[src/rtl/csr_unit.sv]
// csr_unit: SYSTEM CSR decode, the tohost register and the 64-bit cycle/instret
// counters. The old CSR value is returned one cycle after the request.
module csr_unit #(
    parameter logic [11:0] TOHOST_ADDR  = 12'h51E,
    parameter logic [31:0] RESET_TOHOST = 32'h0
) (
    input  logic        clk,
    input  logic        rst,
    input  logic        csr_req,
    input  logic        csr_kill,
    input  logic [2:0]  csr_funct3,
    input  logic [11:0] csr_addr,
    input  logic [31:0] csr_rs1_data,
    input  logic [4:0]  csr_rs1_idx,
    input  logic        retire,
    output logic [31:0] csr_rdata,
    output logic        csr_rdata_valid,
    output logic        csr_illegal,
    output logic [31:0] tohost,
    output logic        tohost_wr
);

    localparam int unsigned XLEN  = 32;
    localparam int unsigned CNT_W = 64;

    localparam logic [11:0] ADDR_CYCLE    = 12'hC00;
    localparam logic [11:0] ADDR_CYCLEH   = 12'hC80;
    localparam logic [11:0] ADDR_INSTRET  = 12'hC02;
    localparam logic [11:0] ADDR_INSTRETH = 12'hC82;

    logic [CNT_W-1:0] cycle_q;
    logic [CNT_W-1:0] instret_q;

    logic            f3_legal;
    logic            wr_intent;
    logic            addr_known;
    logic            addr_ro;
    logic [XLEN-1:0] src;
    logic [XLEN-1:0] old_val;
    logic [XLEN-1:0] new_val;
    logic            req_ok;
    logic            rd_fire;
    logic            illegal_c;
    logic            tohost_we;

    // Decode the request: operand, old value, new value and the legality checks.
    always_comb begin
        f3_legal   = (csr_funct3[1:0] != 2'b00);
        src        = csr_funct3[2] ? XLEN'(csr_rs1_idx) : csr_rs1_data;
        // Set/clear with x0 or zimm=0 is a pure read.
        wr_intent  = f3_legal & ((csr_funct3[1:0] == 2'b01) | (csr_rs1_idx != 5'd0));
        old_val    = '0;
        addr_known = 1'b1;
        addr_ro    = 1'b0;
        case (csr_addr)
            TOHOST_ADDR:   old_val = tohost;
            ADDR_CYCLE:    begin old_val = cycle_q[31:0];    addr_ro = 1'b1; end
            ADDR_CYCLEH:   begin old_val = cycle_q[63:32];   addr_ro = 1'b1; end
            ADDR_INSTRET:  begin old_val = instret_q[31:0];  addr_ro = 1'b1; end
            ADDR_INSTRETH: begin old_val = instret_q[63:32]; addr_ro = 1'b1; end
            default:       addr_known = 1'b0;
        endcase
        case (csr_funct3[1:0])
            2'b01:   new_val = src;
            2'b10:   new_val = old_val | src;
            2'b11:   new_val = old_val & ~src;
            default: new_val = old_val;
        endcase
        req_ok    = csr_req & ~csr_kill;
        rd_fire   = req_ok & f3_legal;
        illegal_c = req_ok & (~f3_legal | ~addr_known | (addr_ro & wr_intent));
        tohost_we = req_ok & wr_intent & (csr_addr == TOHOST_ADDR);
    end

    // Free-running cycle counter and retire counter; both wrap naturally.
    always_ff @(posedge clk or negedge rst) begin
        if (!rst) begin
            cycle_q   <= '0;
            instret_q <= '0;
        end else begin
            cycle_q   <= cycle_q + CNT_W'(1);
            instret_q <= instret_q + CNT_W'(retire);
        end
    end

    // tohost register, its write pulse and the registered read response.
    always_ff @(posedge clk or negedge rst) begin
        if (!rst) begin
            tohost          <= RESET_TOHOST;
            tohost_wr       <= 1'b0;
            csr_rdata       <= '0;
            csr_rdata_valid <= 1'b0;
            csr_illegal     <= 1'b0;
        end else begin
            if (tohost_we) begin
                tohost <= new_val;
            end
            tohost_wr       <= tohost_we;
            csr_rdata       <= rd_fire ? old_val : '0;
            csr_rdata_valid <= rd_fire;
            csr_illegal     <= illegal_c;
        end
    end

endmodule

[config.mk]
export PLATFORM = sky130hd
export DESIGN_NAME = csr_unit
export DESIGN_NICKNAME = d
export VERILOG_FILES = /design/src/rtl/csr_unit.sv
export SDC_FILE = /design/constraint.sdc
export NUM_CORES = 1
export LEC_CHECK = 0
export ABC_AREA = 0
export BUFFER_PORTS_ARGS = -buffer_cell sky130_fd_sc_hd__buf_2
export CORE_UTILIZATION = 36
export DETAILED_ROUTE_END_ITERATION = 12
export PLACE_DENSITY = 0.66
export SKIP_LAST_GASP = 1
export SYNTH_ARGS = -nofsm -noshare
export SYNTH_HDL_FRONTEND = slang
export SYNTH_SLANG_ARGS = --single-unit
[constraint.sdc]
create_clock -name clk -period 4.1 [get_ports clk]
set_input_delay 0.615 -clock clk [delete_from_list [all_inputs] [get_ports clk]]
set_output_delay 0.615 -clock clk [all_outputs]
set_load 0.03 [all_outputs]
==> impl_table.tex, run 1 <==
\begin{tabular}{lr}
\hline
Metric & Value \\
\hline
\multicolumn{2}{l}{\textbf{Timing}} \\
\quad Final cycle utilization of the critical path & 0.615 \\
\quad Unrepaired setup endpoints after global routing & no \\
\quad Final hold vios & 0 \\
\quad Final setup violation count & 0 \\
\quad Final-layout setup total negative slack & 0 ns \\
\quad Pin slew with the least headroom to its limit & 0.959 ns \\
\quad Max-slew violation total from the final report & 0 \\
\quad Fmax & 397 MHz \\
\quad Worst max-slew margin expressed relative to the limit & 0.358 \\
\quad Final critical path time including I/O delays and setup & 2.52 ns \\
\quad Worst setup skew after layout & $\sim$0.010 ns \\
\multicolumn{2}{l}{\textbf{Floorplanning}} \\
\quad Area of the die & 28900 sq um \\
\quad I/O pin cnt & 124 \\
\quad Core Rows & 61 \\
\quad Area of the placeable core & around 28000 sq um \\
\quad Horizontal extent of the die & between 150 and 200 um \\
\quad Starting Density & 0.366 \\
\quad Die height & $\sim$170 um \\
\multicolumn{2}{l}{\textbf{Run status}} \\
\quad Result of the run & complete, no violations \\
\multicolumn{2}{l}{\textbf{Layout}} \\
\quad Post-layout utilization of the core & 0.425 \\
\quad Area taken by multi-input logic gates & 5020 sq um \\
\quad Ratio of cells with drive above 1 in the final layout & 0.198 \\
\quad Layout filler cell count & 2662 \\
\quad Sequential cell area & 4880 sq um \\
\quad Final \#Nets & 1195 \\
\quad Area Growth Syn to Fin & 16.3\% \\
\quad Diodes inserted & 0 \\
\multicolumn{2}{l}{\textbf{Setup path}} \\
\quad Arrival @ worst endpoint & $\sim$2.9 ns \\
\quad Kind of end point of the critical path & register \\
\quad Maximum net fanout on the critical path & 10 \\
\quad Startpoint types & register \\
\quad Category of the most critical setup path & reg -> reg \\
\quad Required time reported for the critical path endpoint & around 4.5 ns \\
\multicolumn{2}{l}{\textbf{GRT}} \\
\quad Vias in the first global route & roughly 8000 \\
\quad Maximum number of pins on one net before global-route repair & 90 \\
\quad Wire length of the first global-routing pass & 45.6 mm \\
\quad Grt ovf & 0 \\
\quad Overall routing resource usage & 0.207 \\
\quad Initial antenna violation count & 0 \\
\multicolumn{2}{l}{\textbf{Routing}} \\
\quad Routed WL & 29.3 mm \\
\quad 1st-pass router iterations & 6 \\
\quad Count of unresolved DRC violations after routing & 0 \\
\quad Number of DRC violations after detailed-routing iteration 0 & $\sim$760 \\
\quad Routed via count divided by cell count & 5.51 \\
\quad WL per Instance & 19.2 um \\
\quad Vias & $\sim$8400 \\
\quad Final ANT Viol Nets & 0 \\
\multicolumn{2}{l}{\textbf{Pwr}} \\
\quad Internal & 2.92 mW \\
\quad Total power & 3.94 mW \\
\quad Sequential share of power & 0.508 \\
\quad Maximum vdd ir drop & 0.303 mV \\
\quad Power per cell area & 333 nW/um\^{}2 \\
\quad Logic pwr share & 0.070 \\
\quad Clock network fraction of total power & 0.422 \\
\quad Sw Share & 0.260 \\
\quad Power dissipated by switching net loads & 1.02 mW \\
\quad Static Leak & 5.38 nW \\
\multicolumn{2}{l}{\textbf{Clock tree}} \\
\quad Worst-Skew Late Latency & 0.44 ns \\
\quad Clock transition at path regs & $\sim$0.08 ns \\
\quad Total clock sinks & 195 \\
\quad Count of buffers added by post-CTS timing repair for setup & 0 \\
\quad Number of clock buffers inserted by TritonCTS & 17 \\
\quad H-tree depth & 4 \\
\quad Clock Tree Root & sky130\_fd\_sc\_hd\_\_clkbuf\_16 \\
\quad Count of instances resized after the clock tree is built & 0 \\
\quad Clock buffer depth & 2 \\
\quad Hold bufs inserted after CTS & 0 \\
\quad CTS tree & yes \\
\multicolumn{2}{l}{\textbf{Yosys}} \\
\quad Synthesis Warnings & 0 \\
\quad Number of synthesized flops with an enable pin & 0 \\
\quad Cell area after synthesis & about 10000 sq um \\
\quad Mapped Nets & around 1100 \\
\quad Syn Inst Count & 1018 \\
\quad Fraction of registers with async set/reset & 1.00 \\
\quad Syn\_area\_per\_cell & 9.98 sq um \\
\quad Flop and latch count out of synthesis & 195 \\
\quad Primary flip-flop cell chosen by synthesis mapping & sky130\_fd\_sc\_hd\_\_dfrtp\_1 \\
\quad Part of the Yosys area used for sequential elements & 0.480 \\
\quad Distinct cells, synth & 59 \\
\multicolumn{2}{l}{\textbf{Place}} \\
\quad Total half-perimeter wirelength after legalization and detailed placement & 21.4 mm \\
\quad Global placer's final weighted congestion & 0.920 \\
\quad Buffers on Ports & 123 \\
\multicolumn{2}{l}{\textbf{Min path}} \\
\quad Type of the most critical hold path & in -> async \\
\multicolumn{2}{l}{\textbf{Flow run}} \\
\quad Number of violations of the max-capacitance limit & 0 \\
\hline
\end{tabular}
==> worst paths after layout <==
path,startpoint,endpoint,slack [ns],cells after the start
max,instret_q[0],instret_q[62],1.58,8
min,rst,csr_illegal,0.22,1
max reg2reg,instret_q[0],instret_q[62],1.58,8
min reg2reg,cycle_q[63],cycle_q[63],0.48,1
max in group asynchronous,rst,instret_q[51],3.03,2
min in group clk,csr_rs1_data[28],tohost[28],0.45,3
==> layout by cell type (no fill, tap or decap), types with 12 or more instances in the layout <==
cell type,instances
sky130_fd_sc_hd__nand2b_1,13
sky130_fd_sc_hd__buf_2,122
sky130_fd_sc_hd__mux2i_1,12
sky130_fd_sc_hd__nand2_1,108
sky130_fd_sc_hd__o21ai_0,12
sky130_fd_sc_hd__xnor2_1,80
sky130_fd_sc_hd__inv_1,21
sky130_fd_sc_hd__dfrtp_1,195
sky130_fd_sc_hd__or2_2,12
sky130_fd_sc_hd__clkbuf_16,17
sky130_fd_sc_hd__a21oi_1,25
sky130_fd_sc_hd__buf_4,19
sky130_fd_sc_hd__mux4_2,14
sky130_fd_sc_hd__nor3_1,34
sky130_fd_sc_hd__xor2_1,59
sky130_fd_sc_hd__nand3_1,89
sky130_fd_sc_hd__nor2_1,83
sky130_fd_sc_hd__and3_1,13
sky130_fd_sc_hd__nand4_1,34
sky130_fd_sc_hd__mux2_2,15
sky130_fd_sc_hd__and2_1,12
sky130_fd_sc_hd__a22o_1,14
==> flip-flops by register name (all words and copies together), names as in the netlist <==
signal	flops
cycle_q	64
csr_rdata	32
tohost_wr	1
csr_illegal	1
tohost	32
csr_rdata_valid	1
instret_q	64
==> power by group through the flow <==
| stage | Sequential, mW | Clock (mW) | Combinational [mW] |
|---|---|---|---|
| detailed placement | 2.04 | 0 | 0.275 |
| finish | 2.00 | 1.66 | 0.275 |
| floorplan | 2.02 | 0 | 0.148 |
| CTS | 2.00 | 1.67 | 0.277 |
| global route | 2.00 | 1.76 | 0.302 |
| global placement | 2.04 | 0 | 0.270 |
==> metrics by stage <==
step           area, sq um  setup WS, ns  hold slack, ns  std cells
6_report             11800          1.58           0.217       1526
5_1_grt              11800          1.36           0.279       1526
4_1_cts              11800          1.54           0.258       1526
3_5_place_dp         11200          1.21           0.470       1494
3_3_place_gp         11200          1.20           0.461       1494
2_1_floorplan        10200          1.80           0.319       1018
==> cells by family after synthesis <==
family,synth area share
AOI/OAI and AO/OA,0.0821
xor gates and xnor gates,0.120
adders and majority gates,0.00369
buffers and inverters,0.0272
DFF,0.480
muxes,0.0595
and+or+nand+nor,0.227
==> synthesized netlist by cell type, types with 13 or more instances <==
master | number | area [sq um]
sky130_fd_sc_hd__nor3_1 | 35 | 175
sky130_fd_sc_hd__nand3_1 | 89 | 445
sky130_fd_sc_hd__xnor2_1 | 80 | 701
sky130_fd_sc_hd__nand4_1 | 34 | 213
sky130_fd_sc_hd__xor2_1 | 59 | 517
sky130_fd_sc_hd__nand2_1 | 108 | 405
sky130_fd_sc_hd__a22o_1 | 14 | 123
sky130_fd_sc_hd__a21oi_1 | 25 | 125
sky130_fd_sc_hd__and3_1 | 13 | 81.3
sky130_fd_sc_hd__dfrtp_1 | 195 | 4880
sky130_fd_sc_hd__mux2_2 | 15 | 169
sky130_fd_sc_hd__inv_1 | 21 | 78.8
sky130_fd_sc_hd__nor2_1 | 83 | 312
sky130_fd_sc_hd__mux4_2 | 14 | 315
sky130_fd_sc_hd__buf_2 | 17 | 85.1
sky130_fd_sc_hd__nand2b_1 | 13 | 81.3
sky130_fd_sc_hd__clkbuf_1 | 21 | 78.8
==> worst max-delay path, stage by stage, from the launching register on <==
cell and delay (ns):
sky130_fd_sc_hd__dfrtp_1 0.41, sky130_fd_sc_hd__ha_1 0.23, sky130_fd_sc_hd__ha_1 0.20, sky130_fd_sc_hd__and2_1 0.19
sky130_fd_sc_hd__and4_1 0.23, sky130_fd_sc_hd__buf_4 0.18, sky130_fd_sc_hd__nand4_1 0.43, sky130_fd_sc_hd__nor4_1 0.40
sky130_fd_sc_hd__xnor2_1 0.17
==> layout make-up <==
| class | instances | area share |
|---|---|---|
| clock buffer | 17 | 0.0360 |
| inverter | 23 | 0.00730 |
| clock inverter | 15 | 0.0123 |
| multi-input combinational | 755 | 0.425 |
| timing repair buffer | 143 | 0.0666 |
| sequential | 195 | 0.413 |
| tap | 378 | 0.0400 |
==> routing by layer <==
| layer | GRT usage | routed length (um) |
|---|---|---|
| met5 | 0 | 0 |
| met4 | 0.0599 | 476 |
| met3 | 0.0333 | 2140 |
| met2 | 0.329 | 13600 |
| met1 | 0.289 | 13200 |
Note: power is estimated with default switching activity, not from simulation.
==> run 2, diff against run 1 <==
==> constraint.sdc (replaced) <==
create_clock -name clk -period 2.6 [get_ports clk]
set_input_delay 0.39 -clock clk [delete_from_list [all_inputs] [get_ports clk]]
set_output_delay 0.39 -clock clk [all_outputs]
set_load 0.03 [all_outputs]
==> run 2 against run 1 <==
Against the previous run: clock-buffer cell count grew 4; global-route usage grew 0.31 points; first-iteration DRC count grew 19%; critical path depth shrank 1.
==> impl_table.tex, run 2 (same netlist as run 1, synthesis figures left out) <==
\begin{tabular}{lr}
\hline
Metric & Value \\
\hline
\multicolumn{2}{l}{\textbf{Setup path}} \\
\quad Worst r2r path cells & 7 \\
\quad Slack of the worst reg-to-reg path & approximately 0.27 ns \\
\quad End of the worst register-to-register path & instret\_q[52] \\
\quad Delay of the slowest cell on the worst path & about 0.44 ns \\
\quad Startpoint types & register \\
\quad Arrival @ worst endpoint & 2.68 ns \\
\quad Required time reported for the critical path endpoint & 2.96 ns \\
\quad Most repeated library cell on the critical path & sky130\_fd\_sc\_hd\_\_ha\_1 \\
\quad Kind of end point of the critical path & register \\
\quad Maximum net fanout on the critical path & 6 \\
\quad Slowest cell on crit path & sky130\_fd\_sc\_hd\_\_dfrtp\_1 \\
\quad Category of the most critical setup path & reg -> reg \\
\quad FF-to-FF Start & instret\_q[0] \\
\quad Worst-path cell chain & ha\_1 > ha\_1 > and2\_1 > and4\_1 > nand4\_1 > nor4\_1 > xor2\_1 \\
\multicolumn{2}{l}{\textbf{Place}} \\
\quad Buffers on Ports & 123 \\
\quad Global placer's final weighted congestion & about 0.91 \\
\quad Standard cell area after detailed placement & 11500 sq um \\
\quad Total half-perimeter wirelength after legalization and detailed placement & 22.0 mm \\
\quad Worst setup timing slack at the placement stage & around 0.19 ns \\
\multicolumn{2}{l}{\textbf{Clock tree}} \\
\quad Clock buffer depth & 2 \\
\quad Clock transition at path regs & 0.07 ns \\
\quad Count of buffers added by post-CTS timing repair for setup & 0 \\
\quad Worst-Skew Late Latency & 0.43 ns \\
\quad Total clock sinks & 195 \\
\quad CTS tree & yes \\
\quad Count of instances resized after the clock tree is built & 0 \\
\quad Clock Tree Root & sky130\_fd\_sc\_hd\_\_clkbuf\_16 \\
\quad Number of clock buffers inserted by TritonCTS & 17 \\
\quad H-tree depth & 4 \\
\multicolumn{2}{l}{\textbf{Floorplanning}} \\
\quad I/O pin cnt & 124 \\
\quad Area of the die & 28900 sq um \\
\quad Core Rows & 61 \\
\quad Die height & 170 um \\
\quad Horizontal extent of the die & 170 um \\
\quad Starting Density & 0.366 \\
\quad Area of the placeable core & 27800 sq um \\
\multicolumn{2}{l}{\textbf{GRT}} \\
\quad Grt ovf & 0 \\
\quad Vias in the first global route & 8092 \\
\quad Maximum number of pins on one net before global-route repair & 62 \\
\quad Overall routing resource usage & 0.210 \\
\quad Wire length of the first global-routing pass & 46.7 mm \\
\quad Initial antenna violation count & 0 \\
\multicolumn{2}{l}{\textbf{Layout}} \\
\quad Layout filler cell count & 2670 \\
\quad Sequential cell area & 4880 sq um \\
\quad Leading cell type in the layout, fill and taps excluded & sky130\_fd\_sc\_hd\_\_dfrtp\_1 \\
\quad Top Registers & cycle\_q (64), instret\_q (64) \\
\quad Area Growth Syn to Fin & 19.0\% \\
\quad Area taken by multi-input logic gates & between 5000 and 6000 sq um \\
\quad Final \#Nets & 1221 \\
\quad Cell area after layout & 12100 sq um \\
\quad Ratio of cells with drive above 1 in the final layout & 0.213 \\
\quad Post-layout utilization of the core & 0.435 \\
\quad Diodes inserted & 0 \\
\quad Commonest cells after routing, fill and taps aside & sky130\_fd\_sc\_hd\_\_dfrtp\_1 (195), sky130\_fd\_sc\_hd\_\_buf\_2 (122), sky130\_fd\_sc\_hd\_\_nand2\_1 (108), sky130\_fd\_sc\_hd\_\_nand3\_1 (89), sky130\_fd\_sc\_hd\_\_nor2\_1 (83) \\
\multicolumn{2}{l}{\textbf{Timing}} \\
\quad Worst max-slew margin expressed relative to the limit & 0.488 \\
\quad Final setup violation count & 0 \\
\quad Unrepaired setup endpoints after global routing & no \\
\quad Max-slew violation total from the final report & 0 \\
\quad Final worst slack & between 0.2 and 0.3 ns \\
\quad Final hold vios & 0 \\
\quad Fmax & 429 MHz \\
\quad Final critical path time including I/O delays and setup & 2.33 ns \\
\quad Final-layout setup total negative slack & 0 ns \\
\quad Final cycle utilization of the critical path & 0.896 \\
\quad Worst setup skew after layout & 0.0119 ns \\
\quad Pin slew with the least headroom to its limit & 0.762 ns \\
\multicolumn{2}{l}{\textbf{Pwr}} \\
\quad Total power & 6.35 mW \\
\quad Power per cell area & 525 nW/um\^{}2 \\
\quad Maximum vdd ir drop & roughly 0.44 mV \\
\quad Static Leak & 5.53 nW \\
\multicolumn{2}{l}{\textbf{Run status}} \\
\quad Result of the run & complete, no violations \\
\multicolumn{2}{l}{\textbf{Routing}} \\
\quad WL per Instance & about 19 um \\
\quad Count of unresolved DRC violations after routing & 0 \\
\quad Routed WL & 29.3 mm \\
\quad Final ANT Viol Nets & 0 \\
\quad 1st-pass router iterations & 5 \\
\quad Routed via count divided by cell count & 5.45 \\
\quad Vias & 8454 \\
\quad Number of DRC violations after detailed-routing iteration 0 & roughly 900 \\
\multicolumn{2}{l}{\textbf{Min path}} \\
\quad Type of the most critical hold path & in -> reg \\
\quad Worst Hold Path Cells & 2 \\
\quad Worst hold endpoint & instret\_q[0] \\
\quad Worst hold start & retire \\
\multicolumn{2}{l}{\textbf{Flow run}} \\
\quad Number of violations of the max-capacitance limit & 0 \\
\hline
\end{tabular}
[run 2: cell types whose count changed in the layout (fill, tap and decap cells not counted), sizes merged]
cell	previous run	this run
inv	31	25
bufinv	1	3
dlygate4sd3	0	1
clkbuf	18	22
clkinv	3	4
clkinvlp	3	2
buf	142	167
[run 2: worst max-delay path by stage]
stage	startpoint	endpoint	slack [ns]	depth (start not counted)
6_report	instret_q[0]	instret_q[52]	0.27	7
3_5_place_dp	csr_addr[5]	tohost[31]	0.19	8
3_3_place_gp	csr_addr[5]	tohost[22]	0.26	8
5_1_grt	instret_q[0]	instret_q[52]	0.05	7
4_1_cts	instret_q[0]	instret_q[52]	0.26	7
2_1_floorplan	csr_addr[5]	tohost[19]	0.53	8
[run 2: layer usage]
layer / track usage / wire length [um]
met2: 0.328 / 13500
met5: 0 / 0
met4: 0.0631 / 573
met3: 0.0333 / 1960
met1: 0.297 / 13300
[run 2: cell type report]
type / count / area share
multi-input cells: 755 / 0.415
flip-flops and latches: 195 / 0.403
repair buffers: 169 / 0.0845
well taps: 378 / 0.0391
clock buffers: 21 / 0.0381
clock inverters: 11 / 0.0124
inverters: 23 / 0.00714
[run 2: per-stage QoR]
| stage | std cells | hold slack [ns] |
|---|---|---|
| 2_1_floorplan | 1018 | 0.0944 |
| 3_3_place_gp | 1519 | 0.412 |
| 3_5_place_dp | 1519 | 0.407 |
| 4_1_cts | 1552 | 0.197 |
| 5_1_grt | 1552 | 0.224 |
| 6_report | 1552 | 0.212 |
[run 2: report_power, final]
| group | switching [mW] | leakage, nW | total, mW | internal [mW] |
|---|---|---|---|---|
| combinational | 0.267 | 2.59 | 0.441 | 0.174 |
| sequential | 0.0858 | 2.65 | 3.17 | 3.08 |
| clock | 1.16 | 0.294 | 2.74 | 1.57 |
| total | 1.51 | 5.53 | 6.35 | 4.83 |
[run 2: what timing repair did]
action | CTS | global route
hold buffers | 1 | 0
setup endpoints to repair | 0 | 0
endpoints found under the hold margin | 57 | 0
[run 2: worst max-delay path, delay by kind of cell, from the launching register on]
kind	cells	cell delay, ns
xor+xnor	1	0.17
fa+ha+maj	2	0.42
flops	1	0.44
simple gates	4	1.21
